## src/rtl/order_content_pkg.sv

```systemverilog
// Shared widths and the response-entry type for the order-content RAM access path.
package order_content_pkg;

    localparam int ORDER_SLOTS  = 4096;
    localparam int ORDER_ADDR_W = $clog2(ORDER_SLOTS);
    localparam int ORDER_DATA_W = 241;

    typedef struct packed {
        logic [ORDER_ADDR_W-1:0] addr;
        logic [ORDER_DATA_W-1:0] data;
    } rsp_entry_t;

endpackage

```

## src/rtl/order_rsp_fifo.sv

```systemverilog
// First-word-fall-through FIFO of lookup responses; head reads as zero while empty.
module order_rsp_fifo
    import order_content_pkg::*;
#(
    parameter int DEPTH = 4,
    parameter int CNT_W = $clog2(DEPTH + 1)
) (
    input  logic             clk,
    input  logic             rst_n,
    input  logic             push,
    input  rsp_entry_t       push_entry,
    input  logic             pop,
    output rsp_entry_t       head,
    output logic [CNT_W-1:0] count
);

    localparam int PTR_W = (DEPTH > 1) ? $clog2(DEPTH) : 1;
    localparam logic [PTR_W-1:0] LAST_PTR = PTR_W'(DEPTH - 1);
    localparam logic [PTR_W-1:0] PTR_ONE  = PTR_W'(1);
    localparam logic [CNT_W-1:0] CNT_ONE  = CNT_W'(1);

    rsp_entry_t       mem_q [DEPTH];
    rsp_entry_t       mem_d [DEPTH];
    logic [PTR_W-1:0] wr_ptr_q, wr_ptr_d;
    logic [PTR_W-1:0] rd_ptr_q, rd_ptr_d;
    logic [CNT_W-1:0] count_q, count_d;

    always_comb begin
        mem_d    = mem_q;
        wr_ptr_d = wr_ptr_q;
        rd_ptr_d = rd_ptr_q;
        count_d  = count_q;
        if (push) begin
            mem_d[wr_ptr_q] = push_entry;
            wr_ptr_d = (wr_ptr_q == LAST_PTR) ? '0 : wr_ptr_q + PTR_ONE;
        end
        if (pop) begin
            rd_ptr_d = (rd_ptr_q == LAST_PTR) ? '0 : rd_ptr_q + PTR_ONE;
        end
        case ({push, pop})
            2'b10:   count_d = count_q + CNT_ONE;
            2'b01:   count_d = count_q - CNT_ONE;
            default: count_d = count_q;
        endcase
    end

    always_ff @(posedge clk or negedge rst_n) begin
        if (!rst_n) begin
            mem_q    <= '{default: '0};
            wr_ptr_q <= '0;
            rd_ptr_q <= '0;
            count_q  <= '0;
        end else begin
            mem_q    <= mem_d;
            wr_ptr_q <= wr_ptr_d;
            rd_ptr_q <= rd_ptr_d;
            count_q  <= count_d;
        end
    end

    assign head  = (count_q != '0) ? mem_q[rd_ptr_q] : '0;
    assign count = count_q;

endmodule

```

## src/rtl/order_content_rd_ctrl.sv

```systemverilog
// Order-content RAM access controller: writes win the single port, lookups return via a credit-protected response FIFO.
// Define ORDER_RD_STATS_EN to build the stat_* counters; otherwise those ports read 0.
module order_content_rd_ctrl
    import order_content_pkg::*;
#(
    parameter int ADDR_W     = ORDER_ADDR_W,
    parameter int DATA_W     = ORDER_DATA_W,
    parameter int FIFO_DEPTH = 4
) (
    input  logic              axis_aclk,
    input  logic              axis_resetn,
    input  logic              wr_valid,
    output logic              wr_ready,
    input  logic [ADDR_W-1:0] wr_addr,
    input  logic [DATA_W-1:0] wr_data,
    input  logic              req_valid,
    output logic              req_ready,
    input  logic [ADDR_W-1:0] req_addr,
    output logic [ADDR_W-1:0] ram_addr,
    output logic [DATA_W-1:0] ram_din,
    output logic              ram_we,
    input  logic [DATA_W-1:0] ram_dout,
    output logic              rsp_valid,
    input  logic              rsp_ready,
    output logic [ADDR_W-1:0] rsp_addr,
    output logic [DATA_W-1:0] rsp_data,
    output logic [31:0]       stat_rd_cnt,
    output logic [31:0]       stat_wr_cnt,
    output logic [31:0]       stat_stall_cnt
);

    localparam int CNT_W = $clog2(FIFO_DEPTH + 1);
    localparam logic [CNT_W:0] DEPTH_V = (CNT_W + 1)'(FIFO_DEPTH);

    logic              inflight_q, inflight_d;
    logic [ADDR_W-1:0] tag_q, tag_d;
    logic [CNT_W-1:0]  fifo_count;
    logic [CNT_W:0]    used_credits;
    logic              rd_accept;
    logic              fifo_push, fifo_pop;
    rsp_entry_t        push_entry, head_entry;

    // Credits count only registered occupancy, so a pop frees its slot one cycle later.
    always_comb begin
        used_credits = {1'b0, fifo_count} + {{CNT_W{1'b0}}, inflight_q};
        wr_ready     = axis_resetn;
        req_ready    = axis_resetn && !wr_valid && (used_credits < DEPTH_V);
        rd_accept    = req_valid && req_ready;
        inflight_d   = rd_accept;
        tag_d        = rd_accept ? req_addr : tag_q;
    end

    always_comb begin
        ram_we   = wr_valid;
        ram_addr = wr_valid ? wr_addr : req_addr;
        ram_din  = wr_valid ? wr_data : '0;
    end

    always_ff @(posedge axis_aclk or negedge axis_resetn) begin
        if (!axis_resetn) begin
            inflight_q <= 1'b0;
            tag_q      <= '0;
        end else begin
            inflight_q <= inflight_d;
            tag_q      <= tag_d;
        end
    end

    // Only a lookup issued last cycle owns ram_dout; write-through data is dropped.
    always_comb begin
        fifo_push       = inflight_q;
        push_entry.addr = tag_q;
        push_entry.data = ram_dout;
        fifo_pop        = rsp_valid && rsp_ready;
    end

    order_rsp_fifo #(
        .DEPTH (FIFO_DEPTH),
        .CNT_W (CNT_W)
    ) u_rsp_fifo (
        .clk        (axis_aclk),
        .rst_n      (axis_resetn),
        .push       (fifo_push),
        .push_entry (push_entry),
        .pop        (fifo_pop),
        .head       (head_entry),
        .count      (fifo_count)
    );

    assign rsp_valid = (fifo_count != '0);
    assign rsp_addr  = head_entry.addr;
    assign rsp_data  = head_entry.data;

`ifdef ORDER_RD_STATS_EN
    logic [31:0] stat_rd_cnt_q, stat_rd_cnt_d;
    logic [31:0] stat_wr_cnt_q, stat_wr_cnt_d;
    logic [31:0] stat_stall_cnt_q, stat_stall_cnt_d;

    // Saturating event counters.
    always_comb begin
        stat_rd_cnt_d    = stat_rd_cnt_q;
        stat_wr_cnt_d    = stat_wr_cnt_q;
        stat_stall_cnt_d = stat_stall_cnt_q;
        if (rd_accept && (stat_rd_cnt_q != 32'hFFFF_FFFF)) begin
            stat_rd_cnt_d = stat_rd_cnt_q + 32'd1;
        end
        if (wr_valid && wr_ready && (stat_wr_cnt_q != 32'hFFFF_FFFF)) begin
            stat_wr_cnt_d = stat_wr_cnt_q + 32'd1;
        end
        if (req_valid && !req_ready && (stat_stall_cnt_q != 32'hFFFF_FFFF)) begin
            stat_stall_cnt_d = stat_stall_cnt_q + 32'd1;
        end
    end

    always_ff @(posedge axis_aclk or negedge axis_resetn) begin
        if (!axis_resetn) begin
            stat_rd_cnt_q    <= '0;
            stat_wr_cnt_q    <= '0;
            stat_stall_cnt_q <= '0;
        end else begin
            stat_rd_cnt_q    <= stat_rd_cnt_d;
            stat_wr_cnt_q    <= stat_wr_cnt_d;
            stat_stall_cnt_q <= stat_stall_cnt_d;
        end
    end

    assign stat_rd_cnt    = stat_rd_cnt_q;
    assign stat_wr_cnt    = stat_wr_cnt_q;
    assign stat_stall_cnt = stat_stall_cnt_q;
`else
    assign stat_rd_cnt    = '0;
    assign stat_wr_cnt    = '0;
    assign stat_stall_cnt = '0;
`endif

endmodule

```

## config.mk

```make
export PLATFORM = sky130hd
export DESIGN_NAME = order_content_rd_ctrl
export DESIGN_NICKNAME = d
export VERILOG_FILES = /design/src/rtl/order_content_pkg.sv /design/src/rtl/order_rsp_fifo.sv /design/src/rtl/order_content_rd_ctrl.sv
export SDC_FILE = /design/constraint.sdc
export NUM_CORES = 1
export LEC_CHECK = 0
export BUFFER_PORTS_ARGS = -buffer_cell sky130_fd_sc_hd__buf_4
export CAP_MARGIN = 0
export CORE_AREA = 2 2 440 442
export DETAILED_ROUTE_END_ITERATION = 12
export DIE_AREA = 0 0 442 444
export GPL_ROUTABILITY_DRIVEN = 1
export PLACE_DENSITY = 0.45
export SLEW_MARGIN = 20
export SYNTH_ARGS = -nofsm -noshare
export SYNTH_HDL_FRONTEND = slang
export SYNTH_HIERARCHICAL = 1
export SYNTH_SLANG_ARGS = --single-unit
```

## constraint.sdc

```tcl
create_clock -name axis_aclk -period 2 [get_ports axis_aclk]
set_input_delay 0.6 -clock axis_aclk [delete_from_list [all_inputs] [get_ports axis_aclk]]
set_output_delay 0.6 -clock axis_aclk [all_outputs]
set_load 0.02 [all_outputs]
```

======== Yosys cells after proc, flatten, opt, wreduce, memory -nomap -nowiden ========
Index checks and enable logic that the tools add are counted.
Widths: inputs -> output; s select.
word-level totals
  bits in registers ....................... 1,032
  input port bits ......................... 511
  output and inout port bits .............. 606
cells by class
  magnitude comparators ................... 4
  muxes and demuxes ....................... 12
  equal/unequal tests ..................... 4
  add/subtract/negate cells ............... 5
  bitwise operators ....................... 2
  reductions and logical operators ........ 8
operator list
  operator             count
  $bwmux 1012          1
  $mux 253             4
  $bmux 253 s2         1
  $demux 253 s2        1
  $mux 241             1
  $mux 12              1
  $eq 2x2->1 const B   3
  $ge 3x3->1 const B   2
  $not 2->3            2
  $pmux 3 s2           1
  $logic_and 1x1->1    5
  $add 2x1->2 const B  2
  $add 3x1->4          1
  $lt 4x3->1 const B   1
  $mux 2               2
  $add 3x1->3 const B  1
  $lt 3x1->1 const B   1
  $reduce_bool 3->1    1
  $sub 3x1->3 const B  1
  $eq 2x1->1 const B   1
  $reduce_bool 2->1    1
  $logic_not 1->1      1

======== Depth between registers and ports, before layout ========
Gate-level depths: netlist of run 1.
  word-level depth ........................ 6
  mapped depth ............................ 8
  mapped depth without buffers ............ 8

======== By module ========
Netlist of run 1, hierarchy kept.
modules (own cells, without submodules)
  module                 cells each  area each (um^2)  sequential area each (um^2)  times used
  order_rsp_fifo         2,760       45,554.9          25,499.5                     1
  order_content_rd_ctrl  413         3,074.2           325.3                        1

======== Worst setup path before layout of run 1 ========
No wires, ideal clock.
  path type ............................... flip-flop to output port
  from .................................... reg u_rsp_fifo.rd_ptr_q[0]
  to ...................................... out rsp_data[100]
  buffers on the path ..................... 3
  stages on the path, launching flop included .. 6
  path slack .............................. -93 ps
  arrival ................................. 1,493 ps
  required time ........................... 1,400 ps
  cell sequence ........................... dfrtp_1 -> buf_6 -> buf_6 -> buf_6 -> mux4_2 -> and2b_1
between the ends
  cells in the longest elaborated chain, start to end .. 5
RTL lines
  what                                         RTL line                     RTL
  from (decl)                                  order_rsp_fifo.sv:25         logic [PTR_W-1:0] rd_ptr_q, rd_ptr_d;
  from (signal assigned)                       order_rsp_fifo.sv:56         rd_ptr_q <= rd_ptr_d;
  $not 2->3 (implied by the code)              order_rsp_fifo.sv:61         assign head = (count_q != '0) ? mem_q[rd_ptr_q] : '0;
  $bmux 253 s2                                 order_rsp_fifo.sv:61
  $mux 253 (implied by the code) (2 in a row)  order_rsp_fifo.sv:61
  $mux 253                                     order_rsp_fifo.sv:61
  to (decl)                                    order_content_rd_ctrl.sv:26  output logic [DATA_W-1:0] rsp_data,
Every way passes these cells. The select of a mux whose other input is x is not followed.

======== Worst setup path after layout of run 1 ========
  from .................................... reg u_rsp_fifo.rd_ptr_q[0]
  to ...................................... out rsp_data[168]
The elaborated chain is that of the path after synthesis.

==> summary.log, run 1 <==
[logic_synthesis] Syn. warnings 6
[floorplanning] die outline height 444 um
[power_and_ir_drop] peak supply drop 0.771 mV
[logic_synthesis] number of instances in the synthesized netlist 3173
[logic_synthesis] number of enable-type register cells in the synthesized netlist 0
[min_path] Tightest Hold Check Type input port to asynchronous set/reset pin
[run_status] outcome finished, violations left
[logic_synthesis] Distinct cells, synth 30
[worst_setup_path] cell type of the slowest stage on the worst timing path sky130_fd_sc_hd__mux4_2
[logic_synthesis] fraction of synthesis flops using an asynchronous set or reset pin 100%
[clocking] CTS buffer count 133
[timing] Pins Over Slew Limit 0
[timing] worst hold slack 0.0648 ns
[timing] slew at the pin with the worst max-slew slack 0.835 ns
[placed_design] routability cong. 1.09
[logic_synthesis] mean area per synthesized cell 15.3 sq um
[worst_setup_path] Worst Path Buf+Inv 4
[floorplanning] ports placed on the boundary 1117
[worst_setup_path] endpoint class of the critical path primary output
[floorplanning] standard cell core area 192000 sq um
[global_routing] GR Util All Layers 20.7%
[placed_design] count of buffers inserted at the top-level ports 1020
[route] wire length after detailed routing 208 mm
[final_layout] fraction of layout instances using a drive strength above 1 64.5%
[clocking] CTS tree done
[timing] remaining max-slew budget at the tightest pin 44.4%
[timing] highest clock frequency the design can meet 0.310 GHz
[timing] worst setup margin -1.22 ns
[timing] Worst Clk Skew 0.0280 ns
[job] maximum capacitance violations 0
[worst_setup_path] critical path startpoint category flip-flop
[clocking] Skew-Pair Late Insertion Delay 0.78 ns
[logic_synthesis] part of the Yosys area used for sequential elements 53.1%
[final_layout] count of nets after finishing 5080
[run_status] failing checks negative setup slack
[timing] final setup violation count 497
[worst_setup_path] critical path's largest stage delay 0.51 ns
[final_layout] fill cell instance count of the final layout 18500
[clocking] number of sinks on the clock net 1032
[clocking] deepest level of the CTS H-tree 4
[placed_design] Final HPWL DP 156 mm
[timing] minimum clock period 3.22 ns
[clocking] CTS max path bufs 3
[timing] Final Hold Viols 0
[global_routing] vias in the first global route 35400
[worst_setup_path] dominant delay contributor by cell family on the critical path buffers and inverters
[final_layout] area grow syn2layout 45.1%
[global_routing] pin count of the biggest net entering global routing 128
[logic_synthesis] netlist area before placement 48600 sq um
[route] number of iterations in the first detailed-routing pass 5
[power_and_ir_drop] leakage power summed over all cells 31.3 nW
[route] Final ANT Viol Nets 0
[worst_setup_path] r2r worst-path depth 9
[floorplanning] area enclosed by the die boundary 196000 sq um
[route] DRC marker count from the first detailed-route iteration 1544
[route] Residual DRC 0
[final_layout] most frequent cells in the layout 1029 x sky130_fd_sc_hd__dfrtp_1, 1019 x sky130_fd_sc_hd__mux2_2, 951 x sky130_fd_sc_hd__buf_4
[placed_design] post-placement cell area 61700 sq um
[worst_setup_path] total stage count of the critical path 6
[clocking] clock tree root buffer cell sky130_fd_sc_hd__clkbuf_16
[power_and_ir_drop] Power Dens Cells 1700 nW/um^2
[power_and_ir_drop] PnR Total Power 120 mW
[route] post-detailed-route wirelength per cell 28.8 um
[global_routing] wire length of the first global-routing pass 286 mm
[global_routing] overall overflow remaining after global route 0
[timing] RSZ-0062 raised after global routing yes
[floorplanning] effective utilization at floorplan 25.4%
[worst_setup_path] critical path, cell by cell buf_12, buf_16, clkbuf_16, mux4_2, nor2b_1, buf_4
[timing] final period utilization 161%
[logic_synthesis] Yosys reg bits 1032
[final_layout] most common library cell in the layout ignoring fill and taps sky130_fd_sc_hd__dfrtp_1
[worst_setup_path] arrival time of data at the critical path endpoint 2.62 ns
[floorplanning] std cell rows 161
[route] drt via density 4.52
[global_routing] number of antenna violations at the first check in global routing 67
[worst_setup_path] type of the setup path with the least slack flip-flop to primary output
[logic_synthesis] dominant synthesized flop cell sky130_fd_sc_hd__dfrtp_1
[clocking] clock slew at reported path FFs 0.06 ns
[worst_setup_path] worst path required time 1.40 ns
[final_layout] final std cell area, no fill 70600 sq um
[route] via count 32700
[floorplanning] die outline width 442 um
[worst_setup_path] maximum net fanout on the critical path 8
## power by group
part           internal, mW  switching, mW
registers              31.0           4.94
logic                  33.6           26.2
clock network          14.3           9.82
## worst reg2reg max path, stage by stage (launching register included)
cell                      delay, ns
sky130_fd_sc_hd__dfrtp_1       0.41
sky130_fd_sc_hd__buf_6         0.13
sky130_fd_sc_hd__or3_4         0.35
sky130_fd_sc_hd__and2_1        0.22
sky130_fd_sc_hd__ha_1          0.21
sky130_fd_sc_hd__inv_1         0.07
sky130_fd_sc_hd__fa_1          0.17
sky130_fd_sc_hd__xor2_1        0.14
sky130_fd_sc_hd__nor2_1        0.08
sky130_fd_sc_hd__xor2_1        0.14
## synthesized netlist by cell type, types with 2 or more instances
cell type	instances	area [sq um]
sky130_fd_sc_hd__inv_1	7	26.3
sky130_fd_sc_hd__o21ai_0	2	10.0
sky130_fd_sc_hd__clkbuf_2	17	85.1
sky130_fd_sc_hd__xor2_1	2	17.5
sky130_fd_sc_hd__mux2_2	1029	11600
sky130_fd_sc_hd__buf_1	9	33.8
sky130_fd_sc_hd__and2b_1	32	240
sky130_fd_sc_hd__dfrtp_1	1032	25800
sky130_fd_sc_hd__mux2_4	9	135
sky130_fd_sc_hd__buf_4	98	736
sky130_fd_sc_hd__clkbuf_1	41	154
sky130_fd_sc_hd__nor2b_1	221	1380
sky130_fd_sc_hd__nor2_1	2	7.51
sky130_fd_sc_hd__or3_1	2	12.5
sky130_fd_sc_hd__nand2_2	4	25.0
sky130_fd_sc_hd__buf_2	125	626
sky130_fd_sc_hd__buf_6	30	338
sky130_fd_sc_hd__ha_1	6	75.1
sky130_fd_sc_hd__and2_1	242	1510
sky130_fd_sc_hd__mux4_2	253	5700
## area by class of cell
cell class | count | area, sq um | area share, %
flip-flops and latches | 1032 | 25800 | 36.6
diodes | 39 | 97.6 | 0.138
repair buffers | 1479 | 14800 | 20.9
clock buffers | 192 | 3850 | 5.46
clock inverters | 39 | 514 | 0.729
well taps | 2526 | 3160 | 4.48
multi-input cells | 1909 | 22300 | 31.6
inverters | 7 | 26.3 | 0.0372
## cell families after synthesis
kind of cell,share of synthesized area (%)
muxes,35.8
DFF,53.1
and+or+nand+nor,6.66
buffers and inverters,4.11
adders and majority gates,0.196
xor gates and xnor gates,0.0540
AOI/OAI and AO/OA,0.0206
other,0.00771
## flip-flops by register name (all words and copies together), names as in the netlist
register and cells:
u_rsp_fifo/mem_q 1012, tag_q 12, u_rsp_fifo/count 3, u_rsp_fifo/rd_ptr_q 2
u_rsp_fifo/wr_ptr_q 2, fifo_push 1
## stage by stage
stage | setup TNS (ns) | setup slack, ns | std cells | utilization [%]
global placement | -145.51 | -0.559 | 6746 | 32.2
floorplan | -17.07 | -0.0862 | 3268 | -
finish | -323.45 | -1.22 | 7223 | 36.8
CTS | -356.77 | -1.34 | 7158 | 35.9
detailed placement | -143.08 | -0.559 | 6746 | 32.2
global route | -357.12 | -1.32 | 7213 | 36.8
## layer usage
metal	GRT usage, %	share of wire, %
met5	0	0.055
met4	9.50	4.7
met3	6.89	6.6
met2	35.1	50
met1	23.6	39
## timing repair
action                     CTS  global route
pin swaps                    0             4
hold endpoints to repair   522             8
setup buffers               23            18
setup endpoints to repair  496           512
hold buffers               148             1
cloned                      10            10
gates resized for setup    143           364
## worst paths after layout
kind,start,end,slack [ns]
max,u_rsp_fifo/rd_ptr_q[0]$_DFFE_PN0P_,rsp_data[168],-1.22
min,axis_resetn,u_rsp_fifo/mem_q[311]$_DFFE_PN0P_,0.06
max reg2reg,u_rsp_fifo/count[0]$_DFFE_PN0P_,u_rsp_fifo/count[2]$_DFFE_PN0P_,-0.03
min reg2reg,u_rsp_fifo/mem_q[397]$_DFFE_PN0P_,u_rsp_fifo/mem_q[397]$_DFFE_PN0P_,0.50
max in group asynchronous,axis_resetn,u_rsp_fifo/mem_q[923]$_DFFE_PN0P_,0.26
min in group axis_aclk,ram_dout[218],u_rsp_fifo/mem_q[471]$_DFFE_PN0P_,0.08
Note: power is estimated with default switching activity, not from simulation.
==> run 2, diff against run 1 <==
Settings changed: ABC_CLOCK_PERIOD_IN_PS set to 2000, MAX_ROUTING_LAYER set to met4, PLACE_DENSITY 0.45 to unset, PLACE_DENSITY_LB_ADDON set to 0.2.
==> run 2 against run 1 <==
The flow still finishes with violations (negative setup slack); critical path depth fell by 1; utilization decreased by 2.0 points; worst hold slack got worse by 0.063 ns; global-route usage grew 0.35 points; design area shrank 5.6%; clock skew grew 0.022 ns; worst setup slack better by 0.035 ns; combinational power down 11%.
==> summary.log, run 2 (synthesis gave the netlist of run 1 again) <==
[final_layout] area grow syn2layout 37.0%
[global_routing] wire length of the first global-routing pass 283 mm
[route] Residual DRC 0
[worst_setup_path] worst path required time 1.40 ns
[final_layout] most frequent cells in the layout 1088 x sky130_fd_sc_hd__buf_4, 1030 x sky130_fd_sc_hd__dfrtp_1, 1029 x sky130_fd_sc_hd__mux2_2
[clocking] deepest level of the CTS H-tree 3
[timing] worst hold slack 0.00217 ns
[final_layout] final std cells w/o fill 7049
[timing] Worst Clk Skew 0.0496 ns
[final_layout] max reg flops 1012
[final_layout] fraction of layout instances using a drive strength above 1 63.0%
[floorplanning] std cell rows 161
[timing] remaining max-slew budget at the tightest pin 38.9%
[clocking] CTS tree done
[run_status] failing checks negative setup slack
[placed_design] Final HPWL DP 159 mm
[worst_setup_path] cell type of the slowest stage on the worst timing path sky130_fd_sc_hd__mux4_2
[worst_setup_path] Worst Path Buf+Inv 3
[route] Final ANT Viol Nets 0
[floorplanning] die outline height 444 um
[global_routing] overall overflow remaining after global route 0
[worst_setup_path] maximum net fanout on the critical path 16
[clocking] CTS buffer count 120
[power_and_ir_drop] PnR Total Power 112 mW
[clocking] CTS max path bufs 3
[route] via count 31500
[route] drt via density 4.47
[route] number of iterations in the first detailed-routing pass 4
[worst_setup_path] total stage count of the critical path 5
[floorplanning] standard cell core area 192000 sq um
[worst_setup_path] dominant delay contributor by cell family on the critical path buffers and inverters
[run_status] outcome finished, violations left
[timing] minimum clock period 3.19 ns
[worst_setup_path] endpoint class of the critical path primary output
[floorplanning] effective utilization at floorplan 25.4%
[final_layout] count of nets after finishing 4894
[power_and_ir_drop] peak supply drop 0.802 mV
[timing] RSZ-0062 raised after global routing yes
[timing] Final Hold Viols 0
[timing] final setup violation count 480
[worst_setup_path] type of the setup path with the least slack flip-flop to primary output
[job] maximum capacitance violations 0
[floorplanning] ports placed on the boundary 1117
[global_routing] pin count of the biggest net entering global routing 146
[route] post-detailed-route wirelength per cell 28.9 um
[global_routing] GR Util All Layers 21.1%
[power_and_ir_drop] leakage power summed over all cells 29.3 nW
[clocking] Skew-Pair Late Insertion Delay 0.79 ns
[timing] slew at the pin with the worst max-slew slack 0.917 ns
[floorplanning] area enclosed by the die boundary 196000 sq um
[floorplanning] die outline width 442 um
[route] wire length after detailed routing 204 mm
[global_routing] number of antenna violations at the first check in global routing 62
[final_layout] fill cell instance count of the final layout 18800
[placed_design] count of buffers inserted at the top-level ports 1020
[clocking] number of sinks on the clock net 1032
[placed_design] routability cong. 1.01
[worst_setup_path] critical path's largest stage delay 0.56 ns
[timing] worst setup margin -1.19 ns
[worst_setup_path] critical path startpoint category flip-flop
[timing] Pins Over Slew Limit 0
[final_layout] most common library cell in the layout ignoring fill and taps sky130_fd_sc_hd__buf_4
[min_path] Tightest Hold Check Type input port to asynchronous set/reset pin
[timing] highest clock frequency the design can meet 0.314 GHz
[worst_setup_path] r2r worst-path depth 7
[timing] final period utilization 159%
[clocking] clock tree root buffer cell sky130_fd_sc_hd__clkbuf_16
[worst_setup_path] arrival time of data at the critical path endpoint 2.59 ns
[final_layout] register with the most flip-flops u_rsp_fifo/mem_q
[clocking] clock slew at reported path FFs 0.07 ns
[placed_design] Cell Count Post-Placement 6731
[worst_setup_path] critical path, cell by cell buf_12, buf_16, mux4_2, nor2b_1, buf_4
[route] DRC marker count from the first detailed-route iteration 1402
[global_routing] vias in the first global route 34400
[power_and_ir_drop] Power Dens Cells 1680 nW/um^2
## run 2: what timing repair did
| item | CTS | global route |
|---|---|---|
| endpoints found under the setup margin | 501 | 506 |
| setup buffers | 1 | 4 |
| cloned | 1 | 1 |
| gates resized for setup | 30 | 47 |
| hold buffers | 42 | 0 |
| pin swaps | 0 | 0 |
| endpoints found under the hold margin | 164 | 0 |
## run 2: cell type report
class	instances	area [sq um]	share of cell area, %
timing repair buffer	1306	11900	17.8
clock inverter	40	539	0.809
tap	2526	3160	4.74
antenna	50	125	0.188
inverter	7	26.3	0.0394
multi-input combinational	1909	21500	32.2
clock buffer	179	3600	5.41
sequential	1032	25800	38.8
## run 2: path summary, 6_finish.rpt
kind / start / to / slack (ns)
hold reg to reg: u_rsp_fifo/mem_q[283]$_DFFE_PN0P_ / u_rsp_fifo/mem_q[283]$_DFFE_PN0P_ / 0.50
setup / recovery: u_rsp_fifo/rd_ptr_q[0]$_DFFE_PN0P_ / rsp_data[236] / -1.19
min in group axis_aclk: ram_dout[141] / u_rsp_fifo/mem_q[647]$_DFFE_PN0P_ / 0.09
max in group asynchronous: axis_resetn / u_rsp_fifo/mem_q[157]$_DFFE_PN0P_ / 0.25
setup reg to reg: u_rsp_fifo/count[1]$_DFFE_PN0P_ / u_rsp_fifo/count[1]$_DFFE_PN0P_ / -0.07
hold / removal: axis_resetn / u_rsp_fifo/mem_q[690]$_DFFE_PN0P_ / 0.002
## run 2: routing by layer
metal,vias to the layer above,track usage (%),share of wire [%],routed length (um)
li1,13700,-,-,-
met1,16600,23.5,38,78200
met2,880,34.9,50,102000
met3,292,7.01,7.6,15400
met4,0,8.00,4.0,8250
met5,-,-,0,0
## run 2: stage by stage
step | TNS [ns] | area, sq um | utilization, % | setup WS [ns]
2_1_floorplan | -17.07 | 49200 | - | -0.0862
3_3_place_gp | -131.14 | 61500 | 32.1 | -0.469
3_5_place_dp | -129.94 | 61500 | 32.1 | -0.468
4_1_cts | -349.17 | 66300 | 34.6 | -1.32
5_1_grt | -354.34 | 66600 | 34.8 | -1.31
6_report | -306.70 | 66600 | 34.8 | -1.19
## run 2: power by group
part / internal (mW) / leakage [nW] / switching (mW)
combinational: 28.5 / 15.2 / 24.5
clock: 13.4 / 2.03 / 9.34
sequential: 31.0 / 12.1 / 4.94
total: 72.9 / 29.3 / 38.8
==> run 3, diff against run 2 <==
==> constraint.sdc (replaced) <==
create_clock -name axis_aclk -period 2 [get_ports axis_aclk]
set_input_delay 0.3 -clock axis_aclk [delete_from_list [all_inputs] [get_ports axis_aclk]]
set_output_delay 0.3 -clock axis_aclk [all_outputs]
set_load 0.02 [all_outputs]
==> run 3 against run 2 <==
The run still ends with negative setup slack left; combinational power is 22% higher; clock skew is 0.022 ns lower; cell count is 5.4% higher; critical path type unchanged; largest cell class unchanged; highest routed layer unchanged.
==> summary.log, run 3 (synthesis gave the netlist of run 1 again) <==
[run_status] outcome finished, violations left
[run_status] failing checks negative setup slack
[timing] Final Hold Viols 0
[worst_setup_path] maximum net fanout on the critical path 8
[timing] slew at the pin with the worst max-slew slack 0.547 ns
[floorplanning] die outline width 442 um
[timing] RSZ-0062 raised after global routing yes
[route] Residual DRC 0
[timing] highest clock frequency the design can meet 0.346 GHz
[final_layout] Util after Layout 38.1%
[placed_design] routability cong. 1.15
[final_layout] fraction of layout instances using a drive strength above 1 63.8%
[clocking] CTS max path bufs 3
[timing] remaining max-slew budget at the tightest pin 63.5%
[final_layout] most frequent cells in the layout 1029 x sky130_fd_sc_hd__mux2_2, 1029 x sky130_fd_sc_hd__dfrtp_1, 880 x sky130_fd_sc_hd__buf_4
[worst_setup_path] launch point of the worst reg-to-reg path u_rsp_fifo/count[2]$_DFFE_PN0P_
[min_path] Tightest Hold Check Type input port to asynchronous set/reset pin
[placed_design] post-placement cell area 62500 sq um
[power_and_ir_drop] Comb pwr share 52.7%
[floorplanning] die outline height 444 um
[global_routing] GR Util All Layers 23.3%
[power_and_ir_drop] power share of the clock group 17.8%
[clocking] number of sinks on the clock net 1032
[global_routing] vias in the first global route 35700
[final_layout] register with the most flip-flops u_rsp_fifo/mem_q
[worst_setup_path] endpoint class of the critical path primary output
[global_routing] number of antenna violations at the first check in global routing 84
[power_and_ir_drop] switching share of power 34.4%
[clocking] CTS buffer count 119
[timing] minimum clock period 2.89 ns
[placed_design] Cell Count Post-Placement 6779
[worst_setup_path] arrival time of data at the critical path endpoint 2.59 ns
[timing] worst setup margin -0.891 ns
[final_layout] count of nets after finishing 5225
[clocking] clock slew at reported path FFs 0.06 ns
[floorplanning] area enclosed by the die boundary 196000 sq um
[global_routing] pin count of the biggest net entering global routing 101
[final_layout] final std cells w/o fill 7433
[placed_design] count of buffers inserted at the top-level ports 1020
[worst_setup_path] CP Launch Point u_rsp_fifo/rd_ptr_q[0]$_DFFE_PN0P_
[placed_design] Final HPWL DP 178 mm
[worst_setup_path] worst path required time 1.70 ns
[job] maximum capacitance violations 0
[floorplanning] ports placed on the boundary 1117
[timing] final setup violation count 255
[clocking] CTS tree done
[route] DRC marker count from the first detailed-route iteration 1775
[power_and_ir_drop] leakage power summed over all cells 32.3 nW
[power_and_ir_drop] Power Dens Cells 1680 nW/um^2
[power_and_ir_drop] peak supply drop 0.925 mV
[power_and_ir_drop] relative contribution of sequential cells to total power 29.4%
[global_routing] overall overflow remaining after global route 0
[route] post-detailed-route wirelength per cell 30.8 um
[final_layout] area grow syn2layout 50.3%
[timing] Pins Over Slew Limit 0
[route] number of iterations in the first detailed-routing pass 5
[route] wire length after detailed routing 229 mm
[final_layout] max reg flops 1012
[clocking] deepest level of the CTS H-tree 3
[route] drt via density 4.47
[worst_setup_path] type of the setup path with the least slack flip-flop to primary output
[placed_design] pre-CTS setup slack -0.221 ns
[clocking] clock tree root buffer cell sky130_fd_sc_hd__clkbuf_16
[route] via count 33200
[final_layout] final std cell area, no fill 73100 sq um
[timing] total negative setup slack -201.87 ns
[route] Final ANT Viol Nets 0
[global_routing] wire length of the first global-routing pass 307 mm
[floorplanning] std cell rows 161
[timing] final period utilization 145%
[timing] Worst Clk Skew 0.0274 ns
[worst_setup_path] critical path startpoint category flip-flop
[floorplanning] effective utilization at floorplan 25.4%
[power_and_ir_drop] power spent charging and discharging nets 42.2 mW
[power_and_ir_drop] internal power of the cells 80.4 mW
[floorplanning] standard cell core area 192000 sq um
[clocking] Skew-Pair Late Insertion Delay 0.76 ns
run 3: cell count changes in the layout (fill, tap and decap cells not counted), sizes merged:
| cell | delta |
|---|---|
| bufbuf | +2 |
| clkbuf | +20 |
| clkinv | -4 |
| diode | +56 |
| buf | +96 |
| inv | +3 |
| dlygate4sd3 | +214 |
| bufinv | -3 |
run 3: timing repair:
| action | in CTS | in global routing |
|---|---|---|
| resized for setup | 179 | 499 |
| buffers inserted | 27 | 31 |
| pin swaps | 2 | 6 |
| cloned | 10 | 20 |
| hold buffers | 255 | 2 |
| hold endpoints to repair | 1220 | 4 |
| setup endpoints to repair | 255 | 258 |
run 3: cell type report:
cell class | count | area (sq um)
fillers | 18300 | 119000
flip-flops and latches | 1032 | 25800
multi-input cells | 1909 | 22700
repair buffers | 1638 | 17200
clock buffers | 179 | 3540
well taps | 2526 | 3160
clock inverters | 36 | 367
diodes | 106 | 265
inverters | 7 | 26.3
run 3: per-stage QoR:
| step | power [mW] | hold slack, ns |
|---|---|---|
| after global placement | 89.5 | 0.397 |
| after global routing | 129 | 0.0201 |
| after CTS | 117 | 0.0815 |
| final | 123 | 0.0119 |
| after detailed placement | 89.7 | 0.394 |
| after floorplan | 66.3 | 0.00441 |
run 3: power by group through the flow:
| stage | Clock, mW | Combinational (mW) | Sequential (mW) |
|---|---|---|---|
| after floorplan | 0 | 32.0 | 34.3 |
| after detailed placement | 0 | 53.3 | 36.4 |
| after global routing | 23.5 | 67.8 | 37.3 |
| after CTS | 22.7 | 57.8 | 36.1 |
| after global placement | 0 | 53.0 | 36.5 |
| final | 21.8 | 64.7 | 36.1 |
run 3: worst paths after layout:
path | end | slack (ns) | depth (start not counted)
hold reg to reg | u_rsp_fifo/mem_q[271]$_DFFE_PN0P_ | 0.50 | 1
min in group axis_aclk | fifo_push$_DFF_PN0_ | 0.13 | 3
max in group asynchronous | u_rsp_fifo/mem_q[220]$_DFFE_PN0P_ | 0.53 | 5
setup reg to reg | u_rsp_fifo/count[2]$_DFFE_PN0P_ | 0.07 | 9
setup / recovery | rsp_data[94] | -0.89 | 6
hold / removal | u_rsp_fifo/mem_q[615]$_DFFE_PN0P_ | 0.01 | 3
run 3: metal layers:
| layer | vias up | global-route usage, % | wire (um) |
|---|---|---|---|
| met5 | - | - | 0 |
| met2 | 912 | 37.8 | 112000 |
| met1 | 17500 | 27.4 | 91400 |
| li1 | 14500 | - | - |
| met4 | 0 | 7.60 | 9150 |
| met3 | 281 | 7.08 | 16900 |
run 3: worst max-delay path, stage by stage (launching register included):
cell	delay [ns]
sky130_fd_sc_hd__dfrtp_4	0.44
sky130_fd_sc_hd__buf_12	0.17
sky130_fd_sc_hd__buf_16	0.18
sky130_fd_sc_hd__buf_12	0.16
sky130_fd_sc_hd__mux4_2	0.48
sky130_fd_sc_hd__and2b_1	0.22
sky130_fd_sc_hd__buf_6	0.15
